File: config.mk
export PLATFORM = sky130hd
export DESIGN_NAME = otter_fetch_unit
export DESIGN_NICKNAME = d
export VERILOG_FILES = /design/src/rtl/otter_fetch_unit.sv
export SDC_FILE = /design/constraint.sdc
export NUM_CORES = 1
export LEC_CHECK = 0
export ABC_AREA = 1
export CORE_AREA = 2 2 110 192
export CTS_CLUSTER_DIAMETER = 100
export DETAILED_ROUTE_END_ITERATION = 7
export DIE_AREA = 0 0 112 194
export PLACE_DENSITY = 0.8
export SLEW_MARGIN = 40
export SYNTH_ARGS = -nofsm -noshare
export SYNTH_HDL_FRONTEND = slang
export SYNTH_SLANG_ARGS = --single-unit
File: constraint.sdc
create_clock -name CLK -period 7 [get_ports CLK]
set_input_delay 1.4 -clock CLK [delete_from_list [all_inputs] [get_ports CLK]]
set_output_delay 1.4 -clock CLK [all_outputs]
set_load 0.1 [all_outputs]
File: src/rtl/otter_fetch_unit.sv
// otter_fetch_unit
//   Instruction fetch front end: issues single-cycle fetch requests to the
//   instruction memory and queues returned instructions in a 2-entry FIFO
//   feeding the decode (FD) register. At most one request is outstanding.
//
// Ports
//   CLK, RST        clock (rising edge), asynchronous active-high reset
//   imem_req/addr   fetch request pulse and its address (addr = fetch_pc)
//   imem_rvalid/rdata  response strobe and instruction word
//   if_valid        FIFO head holds an instruction
//   if_ir/if_pc     head instruction and its address (0 when empty)
//   if_pc_inc       if_pc + 4
//   stall_F         decode not accepting; head is held
//   redirect/redirect_pc  flush and refetch from redirect_pc (word aligned)
module otter_fetch_unit #(
   parameter logic [31:0] RESET_PC = 32'h0000_0000
) (
   input  logic        CLK,
   input  logic        RST,
   output logic        imem_req,
   output logic [31:0] imem_addr,
   input  logic        imem_rvalid,
   input  logic [31:0] imem_rdata,
   output logic        if_valid,
   output logic [31:0] if_ir,
   output logic [31:0] if_pc,
   output logic [31:0] if_pc_inc,
   input  logic        stall_F,
   input  logic        redirect,
   input  logic [31:0] redirect_pc
);

   typedef enum logic [1:0] {
      IDLE    = 2'd0,
      WAIT    = 2'd1,
      DISCARD = 2'd2
   } state_t;

   state_t      r_state, w_next_state;
   logic [31:0] r_fetch_pc;
   logic [31:0] r_req_pc;
   logic [1:0]  r_cnt;
   logic [31:0] r_pc0, r_ir0, r_pc1, r_ir1;

   logic        w_valid;
   logic        w_pop;
   logic        w_push;
   logic        w_req;
   logic        w_wait;
   logic [2:0]  w_occ;

   assign w_valid = (r_cnt != 2'd0);
   assign w_pop   = w_valid & ~stall_F & ~redirect;
   assign w_wait  = (r_state == WAIT);
   assign w_push  = w_wait & imem_rvalid & ~redirect;

   // Occupancy once the outstanding response (if any) lands and the pop
   // takes effect; a new request is only allowed if its response fits.
   assign w_occ = {1'b0, r_cnt} + {2'b00, w_wait} - {2'b00, w_pop};
   assign w_req = ~RST & ~redirect
                & ((r_state == IDLE) | (w_wait & imem_rvalid))
                & (w_occ < 3'd2);

   // State register
   always_ff @(posedge CLK or posedge RST) begin
      if (RST) r_state <= IDLE;
      else     r_state <= w_next_state;
   end

   // Next-state logic
   always_comb begin
      w_next_state = r_state;
      unique case (r_state)
         IDLE:    w_next_state = w_req ? WAIT : IDLE;
         WAIT: begin
            if (redirect)         w_next_state = imem_rvalid ? IDLE : DISCARD;
            else if (imem_rvalid) w_next_state = w_req ? WAIT : IDLE;
            else                  w_next_state = WAIT;
         end
         DISCARD: w_next_state = imem_rvalid ? IDLE : DISCARD;
         default: w_next_state = IDLE;
      endcase
   end

   // Output logic
   always_comb begin
      imem_req  = w_req;
      imem_addr = r_fetch_pc;
      if_valid  = w_valid;
      if_ir     = w_valid ? r_ir0 : '0;
      if_pc     = w_valid ? r_pc0 : '0;
      if_pc_inc = if_pc + 32'd4;
   end

   // Fetch PC and the PC of the outstanding request
   always_ff @(posedge CLK or posedge RST) begin
      if (RST) begin
         r_fetch_pc <= RESET_PC;
         r_req_pc   <= '0;
      end else if (redirect) begin
         r_fetch_pc <= {redirect_pc[31:2], 2'b00};
      end else if (w_req) begin
         r_fetch_pc <= r_fetch_pc + 32'd4;
         r_req_pc   <= r_fetch_pc;
      end
   end

   // 2-entry FIFO, head in entry 0; a pop shifts entry 1 down.
   always_ff @(posedge CLK or posedge RST) begin
      if (RST) begin
         r_cnt <= 2'd0;
         r_pc0 <= '0;
         r_ir0 <= '0;
         r_pc1 <= '0;
         r_ir1 <= '0;
      end else if (redirect) begin
         r_cnt <= 2'd0;
      end else begin
         unique case ({w_push, w_pop})
            2'b10: begin
               if (r_cnt == 2'd0) begin
                  r_pc0 <= r_req_pc;
                  r_ir0 <= imem_rdata;
               end else begin
                  r_pc1 <= r_req_pc;
                  r_ir1 <= imem_rdata;
               end
               r_cnt <= r_cnt + 2'd1;
            end
            2'b01: begin
               r_pc0 <= r_pc1;
               r_ir0 <= r_ir1;
               r_cnt <= r_cnt - 2'd1;
            end
            2'b11: begin
               if (r_cnt == 2'd1) begin
                  r_pc0 <= r_req_pc;
                  r_ir0 <= imem_rdata;
               end else begin
                  r_pc0 <= r_pc1;
                  r_ir0 <= r_ir1;
                  r_pc1 <= r_req_pc;
                  r_ir1 <= imem_rdata;
               end
            end
            default: ;
         endcase
      end
   end

endmodule
=== Yosys cells after proc, flatten, opt, wreduce, memory -nomap -nowiden ===
Index checks and enable logic that the tools add are counted.

* Register bits after elaboration: 196
* Input port bits: 69
* Output and inout bits: 130
* Logic and storage cells: 68

* $add $sub $neg: 6
* $lt $le $gt $ge: 1
* Equal/unequal tests: 9
* Muxes and demuxes: 23
* Bitwise logic cells: 11
* Reductions and logical operators: 10

{| class="wikitable"
|+ Operators by type and width
! kind !! number
|-
| 32-bit two-way mux || 12
|-
| 32-bit one-hot mux with 3 select lines || 2
|-
| 32-bit one-hot mux with 2 select lines || 2
|-
| 32-bit by 3-bit adder with 32-bit output (second input constant) || 2
|-
| 1-bit AND || 7
|-
| 2-bit by 1-bit == test with 1-bit output (second input constant) || 3
|-
| 2-bit == test (second input constant) || 3
|-
| 2-bit two-way mux || 3
|-
| 2-bit != test (second input constant) || 3
|-
| 2-bit one-hot mux with 3 select lines || 1
|-
| 2-bit nonzero test || 3
|-
| 3-bit nonzero test || 2
|-
| 2-bit logical NOT || 2
|-
| 2-bit one-hot mux with 2 select lines || 1
|-
| 4-bit AND reduction || 1
|-
| 2-bit by 1-bit adder with 3-bit output || 1
|-
| 3-bit by 2-bit less-than comparator with 1-bit output (second input constant) || 1
|-
| 1-bit inverter || 3
|-
| 3-bit AND reduction || 1
|-
| 3-bit by 1-bit subtractor with 3-bit output || 1
|-
| 2-bit by 1-bit adder with 2-bit output (second input constant) || 1
|-
| 1-bit two-way mux || 2
|-
| 2-bit AND reduction || 1
|-
| 2-bit by 1-bit subtractor with 2-bit output (second input constant) || 1
|-
| 1-bit bitwise OR || 1
|}

=== Depth between registers and ports, before layout ===
Gate-level depths: netlist of run 1.

* Word-level depth: 10
* Mapped depth: 16
* Depth with buffers taken out: 14

=== Worst setup path before layout of run 1 ===
Ideal clock, no wire load.

* Kind: flip-flop to output port
* Start point: register r_cnt[1]
* End point: output port if_pc_inc[6]
* Data arrival time: 5.247 ns
* Required time: 5.600 ns
* Setup slack: 0.353 ns
* Cell stages (with the launch flop): 11
* Path buffers: 2
* Cells stage by stage: dfrtp_1 inv_1 ha_1 buf_6 buf_6 nor2_1 ha_1 inv_1 nor2_1 inv_1 o21ai_0

* Longest elaborated chain between the ends: 3

{| class="wikitable"
|+ RTL lines
! what !! line !! RTL
|-
| from (decl) || 42 || <nowiki>logic [1:0] r_cnt;</nowiki>
|-
| from (signal assigned) || 128 || <nowiki>r_cnt <= r_cnt + 2'd1;</nowiki>
|-
| from (signal assigned) || 133 || <nowiki>r_cnt <= r_cnt - 2'd1;</nowiki>
|-
| 2-bit nonzero test || 52 || <nowiki>assign w_valid = (r_cnt != 2'd0);</nowiki>
|-
| 32-bit two-way mux || 91 || <nowiki>if_pc = w_valid ? r_pc0 : '0;</nowiki>
|-
| named net if_pc[2] || 26 || <nowiki>output logic [31:0] if_pc,</nowiki>
|-
| 32-bit by 3-bit adder with 32-bit output || 92 || <nowiki>if_pc_inc = if_pc + 32'd4;</nowiki>
|-
| to (decl) || 27 || <nowiki>output logic [31:0] if_pc_inc,</nowiki>
|}

The timed path passes the listed nets, and every way through them passes these cells.

=== Worst setup path in the final report of run 1 ===
* Start point: input port redirect
* End point: output port imem_req

* Longest elaborated chain between the ends: 5
* Elaborated cells between the ends (all ways): 7
* Classes of those cells: add/sub (1); order compare (1); bitwise (5)

{| class="wikitable"
|+ RTL lines
! what !! line !! RTL
|-
| from (decl) || 29 || <nowiki>input logic redirect,</nowiki>
|-
| 1-bit inverter (no line) * || n/a ||
|-
| 1-bit AND || 53 || <nowiki>assign w_pop = w_valid & ~stall_F & ~redirect;</nowiki>
|-
| 3-bit by 1-bit subtractor with 3-bit output || 59 || <nowiki>assign w_occ = {1'b0, r_cnt} + {2'b00, w_wait} - {2'b00, w_pop};</nowiki>
|-
| 3-bit by 2-bit less-than comparator with 1-bit output || 62 || <nowiki>& (w_occ < 3'd2);</nowiki>
|-
| 1-bit AND * || 62 ||
|-
| to (decl) || 20 || <nowiki>output logic imem_req,</nowiki>
|}

Mark *: on every way between the ends. The rest lies on a longest branch, timed or not.

==> parameters.txt, run 1 <==
Parameter                              Value

Outcome
  Result of the run    completed

Clocking
  TritonCTS sink count    ~190
  H-tree lvl count    4
  Max clock buf depth    2
  Clk pin slew, worst setup/hold paths    70 ps
  Clk root buf    sky130_fd_sc_hd__clkbuf_16
  Number of clock buffers inserted by TritonCTS    17
  Worst-skew pair later-pin latency    between 400 and 500 ps
  CTS tree    done
  Total of cells resized after clock tree synthesis    0
  Post-CTS setup buffer count    0
  CTS hold repair buffers    0

Power
  Worst-case vdd ir drop    502 uV
  Leak pwr    between 6 and 7 nW
  PD cells    about 510 nW/um2

Die
  Initial core utilization    52.0%
  Number of placement rows    69
  Die ar.    between 20000 and 25000 um2
  Count of pins on the block boundary    199
  Total core area    ~20000 um2
  Die Width    between 100 and 150 um
  Die Span Y    approximately 190 um

Cells and area
  # nets final    ~1700
  Most used cells in the layout excluding fill and tap cells    sky130_fd_sc_hd__nand2_1 (541), sky130_fd_sc_hd__nor2_1 (191), sky130_fd_sc_hd__inv_1 (189), sky130_fd_sc_hd__dfrtp_1 (188), sky130_fd_sc_hd__buf_2 (123)
  Layout Area Growth over Synthesis    17.6%
  Post-Layout Inst Area    12400 um2
  Most common cell after layout, fill and taps aside    sky130_fd_sc_hd__nand2_1
  Fraction of layout instances using a drive strength above 1    around 11%
  Antenna cells    0

Routing
  Final antenna-violating net count    0
  Vias post-DR    9814
  First DRT Iteration DRCs    743
  Post-route DRC violation count    0
  Wire length reported by the detailed router    roughly 27000 um
  Total iterations of the first detailed-routing run    6
  Average detailed-routed wire length per instance    ~14 um
  Via density per instance    5.07

Placement
  Placed wire-length estimate    19400 um
  Weighted congestion reported at the end of routability-driven placement    ~0.9
  Number of port buffers    190
  Area after detailed placement    approximately 12000 um2

Timing
  Slew HR    ~48%
  Top achievable clock speed    about 0.18 GHz
  Worst clock skew    10.4 ps
  Transition time of the tightest slew-check pin    approximately 800 ps
  Final setup viols    0
  Setup total negative slack    0 ps
  Final worst-path cycle share    between 70% and 80%
  Minimum clock period after layout    approximately 5400 ps
  RSZ-0062 raised after global routing    false
  Max-slew violation count    0
  Final Hold Violating Endpoints    0

Synthesis
  Cell variety after synth    33
  Mean instance size in the synthesized netlist    between 6 and 7 um2
  Yosys warning count    0
  Number of standard cells after synthesis    1523
  Sequential fraction of the synthesis area    roughly 45%
  Synth Cell Area    10500 um2
  Number of synthesized register bits    188

Critical path
  Top fanout value on the critical path    14
  Capturing element type of the critical path    output pin
  Sort of element at the start of the critical path    input port
  Slack of the worst reg-to-reg path    ~2900 ps
  Reg2Reg Depth    16
  Data arrival time at the worst-slack endpoint    just over 4000 ps
  Data required time at the worst endpoint    approximately 5600 ps
  Reg-to-reg critical path endpoint    imem_addr[15]
  Type of the setup path with the least slack    in2out
  Launch point of the worst reg-to-reg path    r_cnt[1]

Flow run
  Count of maximum capacitance violations    0

Min path
  Path type of the worst min-delay path    reg2reg
  Hold Path End    r_pc1[27]
  Hold Path Origin    r_pc1[27]
  Hold path cells    2

Global route
  All-layer global routing usage    around 25%
  Number of global-route vias before repair    9253
  Maximum number of pins on one net before global-route repair    approximately 120
  Wire length of the first global-routing pass    roughly 45000 um
  Antenna violations before repair    0
  Residual overflow from global routing    0
through the flow:
stage	cells	power (mW)	setup slack, ps	hold WS, ps	utilization (%)
after CTS	1935	6.38	1510	477	61.2
after global routing	1935	6.70	1330	497	61.2
after floorplan	1528	4.83	353	442	-
after detailed placement	1903	5.43	1540	460	58.4
after global placement	1903	5.62	1630	454	61.3
final	1935	6.35	1570	473	61.2
critical path, cell delays in order:
cell,delay (ps)
sky130_fd_sc_hd__clkdlybuf4s50_1,480
sky130_fd_sc_hd__nor3_4,620
sky130_fd_sc_hd__inv_2,110
sky130_fd_sc_hd__nor2_1,190
sky130_fd_sc_hd__o21ai_0,120
sky130_fd_sc_hd__fa_1,500
sky130_fd_sc_hd__nand2_1,50
sky130_fd_sc_hd__nor2_1,120
sky130_fd_sc_hd__nand3_2,100
sky130_fd_sc_hd__inv_2,140
sky130_fd_sc_hd__buf_12,190
registers in the layout, indices dropped and copies added, names as in the netlist:
register / count
r_ir0: 32
r_ir1: 32
imem_addr: 30
r_pc0: 30
r_pc1: 30
r_req_pc: 30
r_cnt: 2
r_state: 2
layout make-up:
class | count | area, um2
inverter | 197 | 752
clock inverter | 14 | 135
sequential | 188 | 4700
multi-input combinational | 1073 | 4680
clock buffer | 18 | 429
tap | 248 | 310
fill | 1887 | 7840
timing repair buffer | 197 | 1350
power breakdown:
part | switching [mW] | internal [mW] | total [mW]
logic | 2.95 | 0.636 | 3.59
clock network | 0.435 | 0.498 | 0.933
registers | 0.326 | 1.51 | 1.83
total | 3.71 | 2.64 | 6.35
routing by layer:
metal	track usage [%]	routed length, um
met5	0	0
met4	12.9	1250
met3	3.34	1150
met2	43.0	13500
met1	30.5	11000
cells in the mapped netlist:
| cell type | instances | share of area [%] |
|---|---|---|
| sky130_fd_sc_hd__a211oi_1 | 1 | 0.071 |
| sky130_fd_sc_hd__a21oi_1 | 53 | 2.5 |
| sky130_fd_sc_hd__a21oi_2 | 1 | 0.083 |
| sky130_fd_sc_hd__a22oi_1 | 1 | 0.071 |
| sky130_fd_sc_hd__and2_1 | 3 | 0.18 |
| sky130_fd_sc_hd__buf_1 | 4 | 0.14 |
| sky130_fd_sc_hd__buf_2 | 28 | 1.3 |
| sky130_fd_sc_hd__buf_4 | 11 | 0.79 |
| sky130_fd_sc_hd__buf_6 | 12 | 1.3 |
| sky130_fd_sc_hd__clkbuf_1 | 15 | 0.54 |
| sky130_fd_sc_hd__conb_1 | 1 | 0.036 |
| sky130_fd_sc_hd__dfrtp_1 | 188 | 45 |
| sky130_fd_sc_hd__fa_1 | 1 | 0.19 |
| sky130_fd_sc_hd__ha_1 | 4 | 0.48 |
| sky130_fd_sc_hd__inv_1 | 190 | 6.8 |
| sky130_fd_sc_hd__inv_2 | 6 | 0.21 |
| sky130_fd_sc_hd__inv_4 | 1 | 0.060 |
| sky130_fd_sc_hd__nand2_1 | 541 | 19 |
| sky130_fd_sc_hd__nand2_2 | 3 | 0.18 |
| sky130_fd_sc_hd__nand2_4 | 1 | 0.11 |
| sky130_fd_sc_hd__nand3_1 | 110 | 5.2 |
| sky130_fd_sc_hd__nand3_2 | 1 | 0.095 |
| sky130_fd_sc_hd__nand3b_1 | 8 | 0.57 |
| sky130_fd_sc_hd__nand4_1 | 5 | 0.30 |
| sky130_fd_sc_hd__nor2_1 | 191 | 6.8 |
| sky130_fd_sc_hd__nor2_2 | 7 | 0.42 |
| sky130_fd_sc_hd__nor2_8 | 1 | 0.19 |
| sky130_fd_sc_hd__nor3_2 | 1 | 0.095 |
| sky130_fd_sc_hd__nor3_4 | 1 | 0.15 |
| sky130_fd_sc_hd__o21ai_0 | 35 | 1.7 |
| sky130_fd_sc_hd__o21ai_1 | 79 | 3.8 |
| sky130_fd_sc_hd__xnor2_1 | 6 | 0.50 |
| sky130_fd_sc_hd__xor2_1 | 13 | 1.1 |
cells by family (layout without fill, tap and decap cells):
| logic type | Yosys count | after routing | synth area share [%] |
|---|---|---|---|
| simple gates | 873 | 873 | 33.7 |
| buf+inv | 267 | 426 | 11.1 |
| flops | 188 | 188 | 44.7 |
| compound gates | 170 | 170 | 8.18 |
| xor+xnor | 19 | 19 | 1.58 |
| fa+ha+maj | 5 | 5 | 0.666 |
| other cells | 1 | 6 | 0.0357 |
worst max path at each step:
stage / start / to / slack [ps] / cells past startpoint
after floorplan: r_cnt[1] / if_pc_inc[6] / 350 / 10
after global placement: redirect / imem_req / 1630 / 11
after detailed placement: redirect / imem_req / 1540 / 11
after CTS: redirect / imem_req / 1510 / 11
after global routing: redirect / imem_req / 1330 / 11
final: redirect / imem_req / 1570 / 11
No activity file was read; power rests on OpenSTA's default activity.
==> run 2: changes to the inputs <==
Clock period 7 ns to 5.6 ns, I/O delays scaled along.
==> run 2 against run 1 <==
- design area up 1.3%
- register-to-register slack worse by 870 ps
- sequential power up 25%
- critical endpoint is now if_pc_inc[18]
- sequential share of layout area down 0.47 points
- clock skew down 3.1 ps
- setup slack worse by 520 ps
- critical path depth up 1
- utilization up 0.77 points
- clock power up 32%
- die area unchanged
==> parameters.txt, run 2 (synthesis results as in run 1) <==
Parameter                              Value

Clocking
  Clk root buf    sky130_fd_sc_hd__clkbuf_16
  Number of clock buffers inserted by TritonCTS    17 (unchanged)
  CTS hold repair buffers    0 (unchanged)
  Post-CTS setup buffer count    0 (unchanged)
  Max clock buf depth    2 (unchanged)
  H-tree lvl count    4 (unchanged)
  CTS tree    done
  Total of cells resized after clock tree synthesis    0 (unchanged)
  TritonCTS sink count    188 (unchanged)
  Worst-skew pair later-pin latency    430 ps (about the same)
  Clk pin slew, worst setup/hold paths    70 ps (about the same)

Placement
  Weighted congestion reported at the end of routability-driven placement    0.947 (+4.8%)
  Number of port buffers    190 (unchanged)
  Placed wire-length estimate    19500 um (+0.31%)
  Cell Count Post-Placement    1905 (+0.11%)

Timing
  Top achievable clock speed    around 0.22 GHz
  Final worst-path cycle share    roughly four fifths
  Final setup viols    0 (unchanged)
  Minimum clock period after layout    about 4600 ps
  Transition time of the tightest slew-check pin    772 ps (-5.67 ps)
  Max-slew violation count    0 (unchanged)
  Slew HR    48.5% (+0.38 points)
  RSZ-0062 raised after global routing    false
  Worst clock skew    7.35 ps (-3.09 ps)
  Final Hold Violating Endpoints    0 (unchanged)
  Setup total negative slack    0 ps (unchanged)

Power
  Worst-case vdd ir drop    618 uV (+23%)
  PD cells    644 nW/um2 (+25%)
  Tot Pwr    8.06 mW (+27%)
  Leak pwr    6.76 nW (+0.57%)

Cells and area
  Antenna cells    0 (unchanged)
  Most used cells in the layout excluding fill and tap cells    sky130_fd_sc_hd__nand2_1 (541), sky130_fd_sc_hd__nor2_1 (190), sky130_fd_sc_hd__inv_1 (189), sky130_fd_sc_hd__dfrtp_1 (188), sky130_fd_sc_hd__nand3_1 (110)
  Largest registers    r_ir0: 32 flops, r_ir1: 32 flops
  # nets final    1751 (+0.17%)
  Fraction of layout instances using a drive strength above 1    11.4% (+0.34 points)
  Most common cell after layout, fill and taps aside    sky130_fd_sc_hd__nand2_1
  Post-route insts no fill    1937 (+0.10%)
  Layout Area Growth over Synthesis    19.1%

Die
  Die Width    112 um (unchanged)
  Total core area    20200 um2 (unchanged)
  Count of pins on the block boundary    199 (unchanged)
  Initial core utilization    52.0% (unchanged)
  Die ar.    21700 um2 (unchanged)
  Die Span Y    194 um (unchanged)
  Number of placement rows    69 (unchanged)

Routing
  Total iterations of the first detailed-routing run    7 (+1)
  Via density per instance    5.13 (+1.1%)
  Wire length reported by the detailed router    27100 um (+0.52%)
  Post-route DRC violation count    0 (unchanged)
  Vias post-DR    9931 (+1.2%)
  Average detailed-routed wire length per instance    14.0 um (+0.42%)
  First DRT Iteration DRCs    801 (+7.8%)
  Final antenna-violating net count    0 (unchanged)

Global route
  All-layer global routing usage    25.2% (+0.22 points)
  Antenna violations before repair    0 (unchanged)
  Wire length of the first global-routing pass    44800 um (+0.54%)
  Number of global-route vias before repair    9406 (+1.7%)
  Maximum number of pins on one net before global-route repair    119 (unchanged)
  Residual overflow from global routing    0 (unchanged)

Critical path
  Crit path launch    r_cnt[1]
  Reg-to-reg critical path endpoint    imem_addr[15]
  Data arrival time at the worst-slack endpoint    3430 ps (-600 ps)
  Slack of the worst reg-to-reg path    2000 ps (-870 ps)
  Reg2Reg Depth    16 (unchanged)
  Type of the setup path with the least slack    reg2out
  Data required time at the worst endpoint    4480 ps (-1120 ps)
  Top fanout value on the critical path    33 (+19)
  Capturing element type of the critical path    output pin
  Sort of element at the start of the critical path    flip-flop
  Launch point of the worst reg-to-reg path    r_cnt[1]

Min path
  Hold Path Origin    r_pc1[27]
  Path type of the worst min-delay path    reg2reg
  Hold Path End    r_pc1[27]
  Hold path cells    2 (unchanged)

Flow run
  Count of maximum capacitance violations    0 (unchanged)

Outcome
  Result of the run    completed
==> run 2: cell type report <==
class	count	area, um2
Inverter	197	748
Tap cell	248	310
Sequential cell	188	4700
Clock inverter	13	168
Multi-Input combinational cell	1073	4700
Fill cell	1854	7680
Clock buffer	18	439
Timing Repair Buffer	200	1450
==> run 2: worst max path at each step <==
stage                    end  cells past startpoint
2_1_floorplan  if_pc_inc[17]                     10
3_3_place_gp        imem_req                     11
3_5_place_dp        imem_req                     11
4_1_cts        if_pc_inc[18]                     12
5_1_grt        if_pc_inc[18]                     12
6_report       if_pc_inc[18]                     12
==> run 2: metal layers <==
metal | track usage [%] | up-vias | wire length (um)
met5 | 0 | - | 0
met4 | 12.3 | 0 | 1150
met3 | 3.38 | 67 | 1220
met2 | 44.7 | 292 | 13900
met1 | 29.9 | 4598 | 10800
li1 | - | 4974 | -
==> run 2: per-stage QoR <==
stage	instance area (um2)	worst slack, ps	hold WS [ps]	utilization [%]
2_1_floorplan	10600	299	442	-
3_3_place_gp	12400	1170	454	61.3
3_5_place_dp	11900	1160	460	58.9
4_1_cts	12500	1040	476	61.9
5_1_grt	12500	690	493	62.0
6_report	12500	1050	478	62.0
==> run 2: critical path, cell delays in order, from the launching register on <==
cell	delay, ps
sky130_fd_sc_hd__dfrtp_1	410
sky130_fd_sc_hd__inv_1	90
sky130_fd_sc_hd__ha_2	220
sky130_fd_sc_hd__inv_2	410
sky130_fd_sc_hd__nand2_1	150
sky130_fd_sc_hd__inv_1	160
sky130_fd_sc_hd__ha_1	290
sky130_fd_sc_hd__inv_1	100
sky130_fd_sc_hd__nor2_1	270
sky130_fd_sc_hd__nand2_1	250
sky130_fd_sc_hd__nor2_1	190
sky130_fd_sc_hd__xor2_1	150
sky130_fd_sc_hd__buf_4	300
==> run 2: power breakdown <==
group          internal (mW)  switching [mW]
combinational          0.839            3.71
clock                  0.715           0.519
sequential              1.88           0.396
total                   3.44            4.62
